$ cat src/rtl/n_b10_pkg.sv
// Shared constants, digit type and load clamp for the n4_b10 BCD counter family.
package n_b10_pkg;

  localparam int B10_DIGIT_W  = 4;
  localparam int B10_N_DIGITS = 4;
  localparam logic [B10_DIGIT_W-1:0] B10_MAX_DIGIT = 4'd9;

  typedef logic [B10_DIGIT_W-1:0] b10_digit_t;

  // Preset nibbles above 9 would leave a non-BCD digit behind, so pin them to 9.
  function automatic b10_digit_t b10_clamp(input logic [B10_DIGIT_W-1:0] i_nibble);
    b10_digit_t w_res;
    if (i_nibble > B10_MAX_DIGIT) begin
      w_res = B10_MAX_DIGIT;
    end else begin
      w_res = i_nibble;
    end
    return w_res;
  endfunction

endpackage

$ cat src/rtl/b10_down_digit.sv
// One BCD down-counting digit: sync reset > load (clamped) > borrow-in decrement.
module b10_down_digit
  import n_b10_pkg::*;
(
  input  logic       i_clk,
  input  logic       i_rst,
  input  logic       i_load,
  input  logic [3:0] i_load_val,
  input  logic       i_ei,
  output logic [3:0] o_digit,
  output logic       o_eu
);

  b10_digit_t r_digit;

  // Digit register; a borrow into a zero digit wraps it to 9.
  always_ff @(posedge i_clk) begin
    if (i_rst) begin
      r_digit <= 4'd0;
    end else if (i_load) begin
      r_digit <= b10_clamp(i_load_val);
    end else if (i_ei) begin
      if (r_digit == 4'd0) begin
        r_digit <= B10_MAX_DIGIT;
      end else begin
        r_digit <= r_digit - 4'd1;
      end
    end else begin
      r_digit <= r_digit;
    end
  end

  assign o_digit = r_digit;
  assign o_eu    = i_ei & (r_digit == 4'd0);

endmodule

$ cat src/rtl/n4_b10_down_counter.sv
// Four-digit BCD down counter with load and cascadable borrow-out.
// Define DOWN_COUNTER_SAT_EN to hold at 0000 instead of wrapping to 9999.
module n4_b10_down_counter
  import n_b10_pkg::*;
(
  input  logic        m_clock,
  input  logic        m_reset,
  input  logic        m_ei,
  input  logic        m_load,
  input  logic [15:0] d_in,
  output logic        eu,
  output logic        zero,
  output logic [3:0]  q03_q00,
  output logic [3:0]  q13_q10,
  output logic [3:0]  q23_q20,
  output logic [3:0]  q33_q30
);

  logic [B10_N_DIGITS:0]   w_ei;
  logic [B10_N_DIGITS-1:0] w_eu;
  b10_digit_t              w_digit [B10_N_DIGITS];
  logic                    w_zero;

  assign w_zero = (w_digit[0] == 4'd0) & (w_digit[1] == 4'd0) &
                  (w_digit[2] == 4'd0) & (w_digit[3] == 4'd0);

`ifdef DOWN_COUNTER_SAT_EN
  // Saturating: no borrow enters the chain once everything is already zero.
  assign w_ei[0] = m_ei & ~w_zero;
  assign eu      = m_ei & ~m_load & w_zero;
`else
  assign w_ei[0] = m_ei;
  // Borrow out of the top digit is exactly m_ei & zero in wrap mode.
  assign eu      = w_ei[B10_N_DIGITS] & ~m_load;
`endif

  for (genvar g = 0; g < B10_N_DIGITS; g++) begin : g_digit
    b10_down_digit u_digit (
      .i_clk      (m_clock),
      .i_rst      (m_reset),
      .i_load     (m_load),
      .i_load_val (d_in[g*B10_DIGIT_W +: B10_DIGIT_W]),
      .i_ei       (w_ei[g]),
      .o_digit    (w_digit[g]),
      .o_eu       (w_eu[g])
    );
    assign w_ei[g+1] = w_eu[g];
  end

  assign zero    = w_zero;
  assign q03_q00 = w_digit[0];
  assign q13_q10 = w_digit[1];
  assign q23_q20 = w_digit[2];
  assign q33_q30 = w_digit[3];

endmodule

$ cat config.mk
export PLATFORM = sky130hd
export DESIGN_NAME = n4_b10_down_counter
export DESIGN_NICKNAME = d
export VERILOG_FILES = /design/src/rtl/n_b10_pkg.sv /design/src/rtl/b10_down_digit.sv /design/src/rtl/n4_b10_down_counter.sv
export SDC_FILE = /design/constraint.sdc
export NUM_CORES = 1
export LEC_CHECK = 0
export ABC_AREA = 1
export BUFFER_PORTS_ARGS = -buffer_cell sky130_fd_sc_hd__buf_4
export CAP_MARGIN = 20
export CORE_MARGIN = 8
export CORE_UTILIZATION = 53
export DETAILED_ROUTE_END_ITERATION = 7
export PLACE_DENSITY = 0.91
export SETUP_SLACK_MARGIN = 0.5
export SKIP_LAST_GASP = 1
export SLEW_MARGIN = 20
export SYNTH_ARGS = -nofsm -noshare
export SYNTH_HDL_FRONTEND = slang
export SYNTH_SLANG_ARGS = --single-unit
$ cat constraint.sdc
create_clock -name m_clock -period 3.33 [get_ports m_clock]
set_input_delay 0.333 -clock m_clock [delete_from_list [all_inputs] [get_ports m_clock]]
set_output_delay 0.333 -clock m_clock [all_outputs]
set_load 0.03 [all_outputs]
## Word level (Yosys, flattened, before mapping)

Index checks and enable logic that the tools add are counted.

- Reductions and logical operators: 8
- Bitwise gates (word level): 9
- Order comparisons: 4
- Multiplexer cells: 16
- $add $sub $neg: 4

Operators with widths:

| kind | count |
|---|---|
| $mux 4 | 16 |
| $gt 4x4->1 const B | 4 |
| $logic_not 4->1 | 4 |
| $sub 4x1->4 const B | 4 |
| $and 1x1->1 | 8 |
| $reduce_bool 2->1 | 4 |
| $not 1->1 | 1 |

- Logic and storage cells: 45
- Flip-flop bits (word level): 16
- Output and inout port bits: 18
- Input bits: 20

## Depth between registers and ports, before layout

Gate-level depths: netlist of the first run.

- Depth in word-level cells: 6
- Depth in mapped cells: 8
- Mapped depth without buffers: 8

## Hierarchy

Synthesis of the first run repeated with hierarchy kept, for this count alone.

- Cell total of the unflattened synthesis: 213
- Area total of the unflattened synthesis: 1182.4 um^2

By module, submodules not included:

| module | cells an instance | seq. area each (um^2) | instances | area each (um^2) |
|---|---|---|---|---|
| b10_down_digit | 46 | 80.1 | 4 | 267.8 |
| n4_b10_down_counter | 29 | 0.0 | 1 | 111.4 |

## Least setup slack after synthesis of the first run

Ideal clock, no wire load.

- Path kind: reg2out
- Start: register g_digit[1].u_digit.r_digit[0]
- End: output zero
- Stages on the path, launching flop included: 4
- Slack: 1.280 ns
- Data required time: 2.997 ns
- Path buffers: 0
- Arrival time: 1.717 ns
- Cell sequence: dfxtp_1 -> nor2_4 -> nand2_2 -> nor4_1

- Longest elaborated chain between the ends: 4

Ends and longest elaborated chain:

| what | line | source |
|---|---|---|
| start: declaration | b10_down_digit.sv:14 | `b10_digit_t r_digit;` |
| start signal: assignment | b10_down_digit.sv:21 | `r_digit <= b10_clamp(i_load_val);` |
| start signal: assignment | b10_down_digit.sv:26 | `r_digit <= r_digit - 4'd1;` |
| start signal: assignment | b10_down_digit.sv:29 | `r_digit <= r_digit;` |
| $logic_not 4->1 | n4_b10_down_counter.sv:24 | `assign w_zero = (w_digit[0] == 4'd0) & (w_digit[1] == 4'd0) &` |
| $and 1x1->1 (2 in series) | n4_b10_down_counter.sv:24 |  |
| $and 1x1->1 | n4_b10_down_counter.sv:25 | `(w_digit[2] == 4'd0) & (w_digit[3] == 4'd0);` |
| end: declaration | n4_b10_down_counter.sv:12 | `output logic zero,` |

No other way between the ends.

## Worst setup path after layout of the first run

- Start: register g_digit[2].u_digit.r_digit[0]
- End: output zero

- Longest elaborated chain between the ends: 3

Ends and longest elaborated chain:

| what | line |
|---|---|
| start: declaration | b10_down_digit.sv:14 |
| start signal: assignment | b10_down_digit.sv:21 |
| start signal: assignment | b10_down_digit.sv:26 |
| start signal: assignment | b10_down_digit.sv:29 |
| $logic_not 4->1 | n4_b10_down_counter.sv:25 |
| $and 1x1->1 | n4_b10_down_counter.sv:24 |
| $and 1x1->1 | n4_b10_down_counter.sv:25 |

No other way between the ends.

==> results.yml, run 1 <==
finish:
  multi_input_comb_area_sq_um: 678
  largest_reg_flops: 16
  final_common_cell: "nand2_1"
  diodes: 0
  final_nets: 240
  final_layout_size_suffix_gt1_frac: 0.251
  area_growth_pct: 29.6
  design_area_sq_um: 1450
  stdcell_count: 246
  n_fill_cell: 174
  layout_common_cells: "nand2_1, buf_4, nor2_1, inv_1, dfxtp_1"
  register_area_sq_um: 320
  final_util: 0.730
cts:
  h-tree-depth: 1
  post_cts_buffers: 0
  cts_tree: "done"
  cts_buffers: 3
  clkLatencyLatePin_ns: 0.30
  holdBufCountCts: 0
  clockBufferDepth: 2
  clkSinkCount: 16
  cts.repair.resized: 0
  cts.clk_slew.worst_paths_ns: 0.10
  clockRootBuffer: "clkbuf_4"
sta:
  period_needed_ns: 1.88
  worst_pin_slew_ns: 0.298
  hold_viol: 0
  hold_slack_ns: 0.256
  fin_ws_ns: 1.45
  fin_worst_skew_ns: 0.00102
  fmax_mhz: 533
  max-slew-margin-rel: 0.799
  setup_viol: 0
  fin_crit_sh: 0.564
  slew_viol_final: 0
  rsz0062_at_grt: "false"
  tns_ns: 0
worst_setup_path:
  cpPeakStageDelay_ns: 0.36
  worstSetupPathType: "reg2out"
  path_buf_inv: 1
  crit_fanout: 4
  worstPathCellList: "nor2_2, nand2_1, nor4_1, buf_4"
  critPathArrivalTime_ns: 1.54
  critPathRequiredTime_ns: 3.00
  end_kind: "primary output"
  critPathTopFamily: "simple AND/OR/NAND/NOR gates"
  crit_slowest_cell: "dfxtp_1"
  start_kind: "register"
routing:
  drcViolationCount: 0
  drtIter0Drc: 54
  wl_per_cell_um: 12.5
  vias: 1283
  ant_nets: 0
  drtPass1Iterations: 4
  wirelength_mm: 3.08
  vias_per_cell: 5.22
placement:
  globalplace.congestion: 0.778
  dp_worst_setup_slack_ns: 1.82
  dp_cells: 242
  placed_area_sq_um: 1410
  port_buffers: 37
  dp_hpwl_mm: 2.41
floorplan:
  die_height_um: 61.9
  chipWidth_um: 61.9
  placementRows: 16
  die_area_sq_um: 3830
  core_area_sq_um: 1980
  pin_count: 38
  start_util: 0.563
pwr:
  p_leak_nw: 0.765
  finalPower_mw: 0.659
  ir_drop_mv: 0.312
  p_per_area_nw_per_um2: 456
logic_synthesis:
  synth_cells: 181
  ys.warnings.count: 0
  yosysTopAreaCell: "dfxtp_1"
  synth_top_area_share: 0.287
  ys_ff_latch: 16
  synth_nets: 201
  syn_avg_cell_area_sq_um: 6.17
  syn_area_sq_um: 1120
  synth_cell_types: 27
  synthTopCellsByArea: "dfxtp_1, nand2_1, nor2_1, inv_1, nand3_1"
  ys_seq_area_frac: 0.287
global_routing:
  grt_pass1_vias: 1210
  track_usage: 0.175
  antenna_found_initial: 0
  grt_first_pass_wirelength_mm: 5.13
  overflow: 0
  grt_max_degree: 25
min_path:
  hold_path.class: "in2reg"
run:
  max_cap_violations: 0
outcome:
  outcome: "completed"
-- kinds of logic (layout without fill, tap and decap cells) --
| group | Yosys count | count (layout) | synth area share |
|---|---|---|---|
| and+or+nand+nor | 110 | 110 | 0.471 |
| buffers and inverters | 29 | 67 | 0.105 |
| AOI/OAI and AO/OA | 25 | 25 | 0.129 |
| DFF | 16 | 16 | 0.287 |
| xor gates and xnor gates | 1 | 1 | 0.00785 |
-- synthesized netlist by cell type (all sizes together) --
library cell	instances
o211a	1
nand2	61
nor4	1
nand4	3
nand3	14
o21bai	1
buf	3
dfxtp	16
nor3	1
o21ai	12
a22oi	2
a21oi	6
a31oi	1
o211ai	2
clkinv	1
nor2	30
xor2	1
inv	25
-- worst paths after layout --
check | start | end | slack (ns) | depth (start not counted)
worst max-delay path | g_digit[2].u_digit.o_digit[0] | zero | 1.45 | 4
worst min-delay path | m_reset | g_digit[0].u_digit.o_digit[0] | 0.26 | 2
worst max register to register | g_digit[0].u_digit.o_digit[0] | g_digit[3].u_digit.o_digit[2] | 2.11 | 7
worst min register to register | g_digit[1].u_digit.o_digit[3] | g_digit[1].u_digit.o_digit[3] | 0.53 | 2
-- cell type report --
type | instances | share of cell area
multi-input combinational | 136 | 0.469
tap | 27 | 0.0234
clock buffer | 4 | 0.0251
timing repair buffer | 37 | 0.192
sequential | 16 | 0.221
inverter | 26 | 0.0692
-- where the power goes --
| group | internal, mW | switching (mW) |
|---|---|---|
| sequential | 0.215 | 0.0299 |
| clock | 0.0667 | 0.0690 |
| combinational | 0.103 | 0.176 |
-- metal layers --
layer | track usage | up-vias | routed length (um)
li1 | - | 651 | -
met1 | 0.195 | 578 | 1250
met2 | 0.310 | 49 | 1560
met3 | 0.0412 | 5 | 233
met4 | 0.0682 | 0 | 30
met5 | 0 | - | 0
(Power assumes the default switching activity.)
==> run 2, diff against run 1 <==
Settings changed: CORE_UTILIZATION 53 to 44, PLACE_DENSITY 0.91 to 0.81.
Clock period 3.33 ns to 1.5 ns, I/O delays scaled along.
==> run 2 against run 1 <==
  * The run now ends with negative setup slack left
  * Highest routed layer unchanged
  * Critical path depth is 2 higher
  * Clock power rose by 80%
  * Count of clock-buffer cells in the layout is 1 lower
  * Largest power group unchanged
  * Sequential power is 130% higher
  * Via count increased by 7.3%
  * Design area increased by 29%
  * Clock skew grew 0.0012 ns
  * Sequential share of layout area decreased by 2.2 points
  * Combinational power increased to 3.2 times the previous value
  * Core utilization grew 3.5 points
  * Register-to-register slack worse by 1.9 ns
==> results.yml, run 2 (synthesis results as in run 1) <==
finish:
  final_common_cell: "nand2_1"
  n_fill_cell: 165
  layout_common_cells: "nand2_1, buf_4, buf_6, inv_1, nor2_1"
  final_util: 0.764
  design_area_sq_um: 1860
  stdcell_count: 269
  final_layout_size_suffix_gt1_frac: 0.456
  area_growth_pct: 66.6
  largest_reg_flops: 16
  final_nets: 260
  diodes: 0
floorplan:
  chipWidth_um: 66.4
  die_area_sq_um: 4400
  start_util: 0.459
  pin_count: 38
  placementRows: 18
  core_area_sq_um: 2430
  die_height_um: 66.4
cts:
  clkSinkCount: 16
  clockRootBuffer: "clkbuf_4"
  clkLatencyLatePin_ns: 0.29
  clockBufferDepth: 2
  cts_tree: "done"
  holdBufCountCts: 0
  cts_buffers: 3
  h-tree-depth: 1
  cts.clk_slew.worst_paths_ns: 0.10
sta:
  fin_ws_ns: -0.0398
  hold_slack_ns: 0.0682
  worst_pin_slew_ns: 0.328
  slew_viol_final: 0
  rsz0062_at_grt: "true"
  fin_crit_sh: 1.03
  period_needed_ns: 1.54
  hold_viol: 0
  max-slew-margin-rel: 0.780
  setup_viol: 2
  fmax_mhz: 649
  fin_worst_skew_ns: 0.00220
  tns_ns: -0.0648
pwr:
  power_frac_seq: 0.329
  combPwrFrac: 0.527
  ir_drop_mv: 0.763
  p_sw_mw: 0.728
  swShare: 0.428
  p_leak_nw: 0.918
  pwr-share-clk: 0.144
  p_per_area_nw_per_um2: 915
  p_int_mw: 0.972
global_routing:
  grt_max_degree: 26
  grt_first_pass_wirelength_mm: 5.49
  antenna_found_initial: 0
  track_usage: 0.158
  grt_pass1_vias: 1208
  overflow: 0
routing:
  vias_per_cell: 5.12
  wl_per_cell_um: 13.9
  wirelength_mm: 3.75
  drtPass1Iterations: 5
  drtIter0Drc: 89
  drcViolationCount: 0
  vias: 1377
  ant_nets: 0
placement:
  dp_hpwl_mm: 2.28
  dp_cells: 247
  placed_area_sq_um: 1500
  port_buffers: 37
  globalplace.congestion: 0.841
min_path:
  hold_path.class: "in2reg"
  holdPathStages: 2
  hold_start: "m_reset"
  hold_end: "g_digit[1].u_digit.o_digit[0]"
worst_setup_path:
  worstSetupPathType: "reg2out"
  critPathRequiredTime_ns: 1.35
  r2r_slack_ns: 0.21
  r2r-start: "g_digit[0].u_digit.o_digit[2]"
  crit_fanout: 3
  reg2reg_to: "g_digit[2].u_digit.o_digit[0]"
  start_kind: "register"
  r2r_cells: 9
  end_kind: "primary output"
  critPathArrivalTime_ns: 1.39
outcome:
  outcome: "finished with violations"
  failed_checks: "negative setup slack"
run:
  max_cap_violations: 0
==> run 2: cell count changes in the layout (fill, tap and decap cells not counted), sizes merged <==
cell / before / now
clkbuf: 4 / 3
nand2: 61 / 62
buf: 37 / 56
clkinv: 1 / 2
==> run 2: worst max-delay path by stage <==
stage	from	cells past startpoint	slack, ns	to
after floorplan	g_digit[0].u_digit.o_digit[1]	5	0.14	eu
after global placement	g_digit[1].u_digit.o_digit[1]	6	0.16	eu
after detailed placement	g_digit[1].u_digit.o_digit[1]	6	0.11	eu
after CTS	g_digit[0].u_digit.o_digit[3]	6	-0.04	eu
after global routing	g_digit[1].u_digit.o_digit[0]	6	-0.10	eu
final	g_digit[1].u_digit.o_digit[0]	6	-0.04	eu
==> run 2: final cells by class <==
type | instances | area (sq um) | share of cell area
clock buffer | 3 | 22.5 | 0.0121
clock inverter | 1 | 3.75 | 0.00202
inverter | 26 | 100 | 0.0538
multi-input combinational | 137 | 802 | 0.431
sequential | 16 | 370 | 0.199
tap | 30 | 37.5 | 0.0202
timing repair buffer | 56 | 523 | 0.281
==> run 2: repair_timing <==
item                       CTS  global route
gates resized for setup     32            19
pin swaps                   17             4
gates cloned                 1             0
setup endpoints to repair   21            33
setup buffers               14             3
hold endpoints to repair     0             0
==> run 2: routing by layer <==
| metal | share of wire | global-route usage | wire, um | vias to the layer above |
|---|---|---|---|---|
| met2 | 0.51 | 0.268 | 1930 | 41 |
| met3 | 0.068 | 0.0492 | 254 | 4 |
| li1 | - | - | - | 695 |
| met1 | 0.41 | 0.182 | 1530 | 637 |
| met5 | 0 | 0 | 0 | - |
| met4 | 0.010 | 0.0507 | 38 | 0 |
==> run 2: metrics by stage <==
stage          setup WS, ns  total power, mW
2_1_floorplan         0.138             1.01
3_3_place_gp          0.161             1.21
3_5_place_dp          0.110             1.22
4_1_cts             -0.0385             1.61
5_1_grt              -0.100             1.81
6_report            -0.0398             1.70
==> run 2: power by group through the flow <==
stage          clock network [mW]  logic (mW)  registers (mW)
3_5_place_dp                    0       0.660           0.562
2_1_floorplan                   0       0.355           0.654
6_report                    0.245       0.897           0.559
5_1_grt                     0.274       0.966           0.568
3_3_place_gp                    0       0.650           0.559
4_1_cts                     0.252       0.811           0.549
==> run 2: worst max-delay path, stage by stage (launching register included) <==
cell and delay, ns:
dfxtp_4 0.37, nor2_4 0.14, nand2_4 0.08, nor2_2 0.12, nand3_2 0.10, nor3_4 0.14, buf_6 0.15
==> run 3, diff against run 2 <==
Settings changed: TNS_END_PERCENT set to 30.
==> run 3 against run 2 <==
  * The run still ends with negative setup slack left
  * Critical path type unchanged
  * Sequential cell count unchanged
  * Clock skew barely moved
  * Largest cell class unchanged
  * Core utilization fell by 5.2 points
==> results.yml, run 3 (synthesis results as in run 1) <==
cts:
  cts_tree: "done"
  cts_buffers: 3
  h-tree-depth: 1
  clkLatencyLatePin_ns: 0.30
  clkSinkCount: 16
  clockRootBuffer: "clkbuf_4"
  cts.clk_slew.worst_paths_ns: 0.10
  clockBufferDepth: 2
  holdBufCountCts: 0
pwr:
  pwr-share-clk: 0.157
  p_leak_nw: 0.873
  ir_drop_mv: 0.586
  p_sw_mw: 0.714
  p_per_area_nw_per_um2: 955
  swShare: 0.431
  p_int_mw: 0.941
  power_frac_seq: 0.339
  combPwrFrac: 0.503
finish:
  largest_reg_flops: 16
  multi_input_comb_area_sq_um: 798
  n_fill_cell: 203
  final_common_cell: "nand2_1"
  layout_common_cells: "nand2_1, buf_4, inv_1, nor2_1, o21ai_0"
  area_growth_pct: 55.3
  register_area_sq_um: 362
  final_nets: 256
  diodes: 0
  design_area_sq_um: 1730
  final_util: 0.712
  final_layout_size_suffix_gt1_frac: 0.421
sta:
  fmax_mhz: 658
  fin_crit_sh: 1.01
  slew_viol_final: 0
  hold_viol: 0
  max-slew-margin-rel: 0.778
  rsz0062_at_grt: "true"
  fin_ws_ns: -0.0204
  period_needed_ns: 1.52
  worst_pin_slew_ns: 0.331
  fin_worst_skew_ns: 0.00191
  setup_viol: 2
routing:
  wl_per_cell_um: 12.6
  drtIter0Drc: 81
  drtPass1Iterations: 4
  vias: 1334
  ant_nets: 0
  vias_per_cell: 5.03
  drcViolationCount: 0
  wirelength_mm: 3.34
worst_setup_path:
  r2r-start: "g_digit[0].u_digit.o_digit[1]"
  critPathRequiredTime_ns: 1.35
  r2r_cells: 9
  critPathArrivalTime_ns: 1.37
  start_kind: "register"
  end_kind: "primary output"
  crit_fanout: 5
  r2r_slack_ns: 0.13
  reg2reg_to: "g_digit[3].u_digit.o_digit[1]"
  worstSetupPathType: "reg2out"
placement:
  globalplace.congestion: 0.813
  placed_area_sq_um: 1480
  port_buffers: 37
  dp_hpwl_mm: 2.24
floorplan:
  placementRows: 18
  die_area_sq_um: 4400
  pin_count: 38
  chipWidth_um: 66.4
  die_height_um: 66.4
  core_area_sq_um: 2430
  start_util: 0.459
min_path:
  holdPathStages: 2
  hold_end: "g_digit[0].u_digit.o_digit[2]"
  hold_start: "m_reset"
  hold_path.class: "in2reg"
global_routing:
  grt_pass1_vias: 1133
  grt_first_pass_wirelength_mm: 4.79
  overflow: 0
  grt_max_degree: 25
  antenna_found_initial: 0
  track_usage: 0.138
run:
  max_cap_violations: 0
outcome:
  failed_checks: "negative setup slack"
  outcome: "finished with violations"
## run 3: changes by cell type in the layout (fill, tap and decap cells not counted), sizes merged
cell and delta:
buf -3, nand2 -1, clkinv -1, clkbuf +1
## run 3: power by group through the flow
| stage | Sequential (mW) | Clock, mW | Combinational, mW |
|---|---|---|---|
| 2_1_floorplan | 0.651 | 0 | 0.356 |
| 3_5_place_dp | 0.559 | 0 | 0.646 |
| 4_1_cts | 0.550 | 0.264 | 0.714 |
| 6_report | 0.562 | 0.261 | 0.833 |
| 3_3_place_gp | 0.556 | 0 | 0.644 |
| 5_1_grt | 0.570 | 0.282 | 0.902 |
## run 3: per-layer routing
metal  vias to the layer above  routed length [um]  share of wire  global-route usage
met1                       598                1400           0.42               0.157
li1                        687                   -              -                   -
met3                         9                 192          0.058              0.0271
met4                         0                  97          0.029              0.0907
met2                        40                1650           0.49               0.227
met5                         -                   0              0                   0
## run 3: how the worst max path moves through the flow
stage	start	to	slack (ns)
2_1_floorplan	g_digit[0].u_digit.o_digit[1]	eu	0.14
3_3_place_gp	g_digit[1].u_digit.o_digit[1]	eu	0.15
3_5_place_dp	g_digit[1].u_digit.o_digit[1]	eu	0.14
4_1_cts	g_digit[1].u_digit.o_digit[0]	eu	0.00006
5_1_grt	g_digit[3].u_digit.o_digit[0]	zero	-0.08
6_report	g_digit[3].u_digit.o_digit[0]	zero	-0.02
## run 3: area by class of cell
| type | count | share of cell area |
|---|---|---|
| Timing Repair Buffer | 53 | 0.236 |
| Sequential cell | 16 | 0.209 |
| Multi-Input combinational cell | 136 | 0.461 |
| Tap cell | 30 | 0.0217 |
| Clock buffer | 4 | 0.0152 |
| Inverter | 26 | 0.0578 |
## run 3: what timing repair did
action / CTS / global route
endpoints found under the setup margin: 27 / 33
gates resized for setup: 15 / 17
pin swaps: 6 / 6
cloned: 0 / 0
setup buffers: 6 / 9
## run 3: through the flow
stage                     setup WS (ns)  power [mW]  cells  TNS [ns]  hold slack, ns
after floorplan                   0.138        1.01    181         0           0.209
after global placement            0.150        1.20    246         0           0.365
after detailed placement          0.139        1.20    246         0           0.365
after CTS                     0.0000553        1.53    256         0          0.0399
after global routing            -0.0804        1.75    265    -0.147          0.0353
final                           -0.0204        1.66    265   -0.0345          0.0455
## run 3: critical path: stages, from the launching register on
cell and delay, ns:
dfxtp_4 0.38, nor2_4 0.16, nand2_4 0.08, nor4_4 0.28
buf_6 0.17
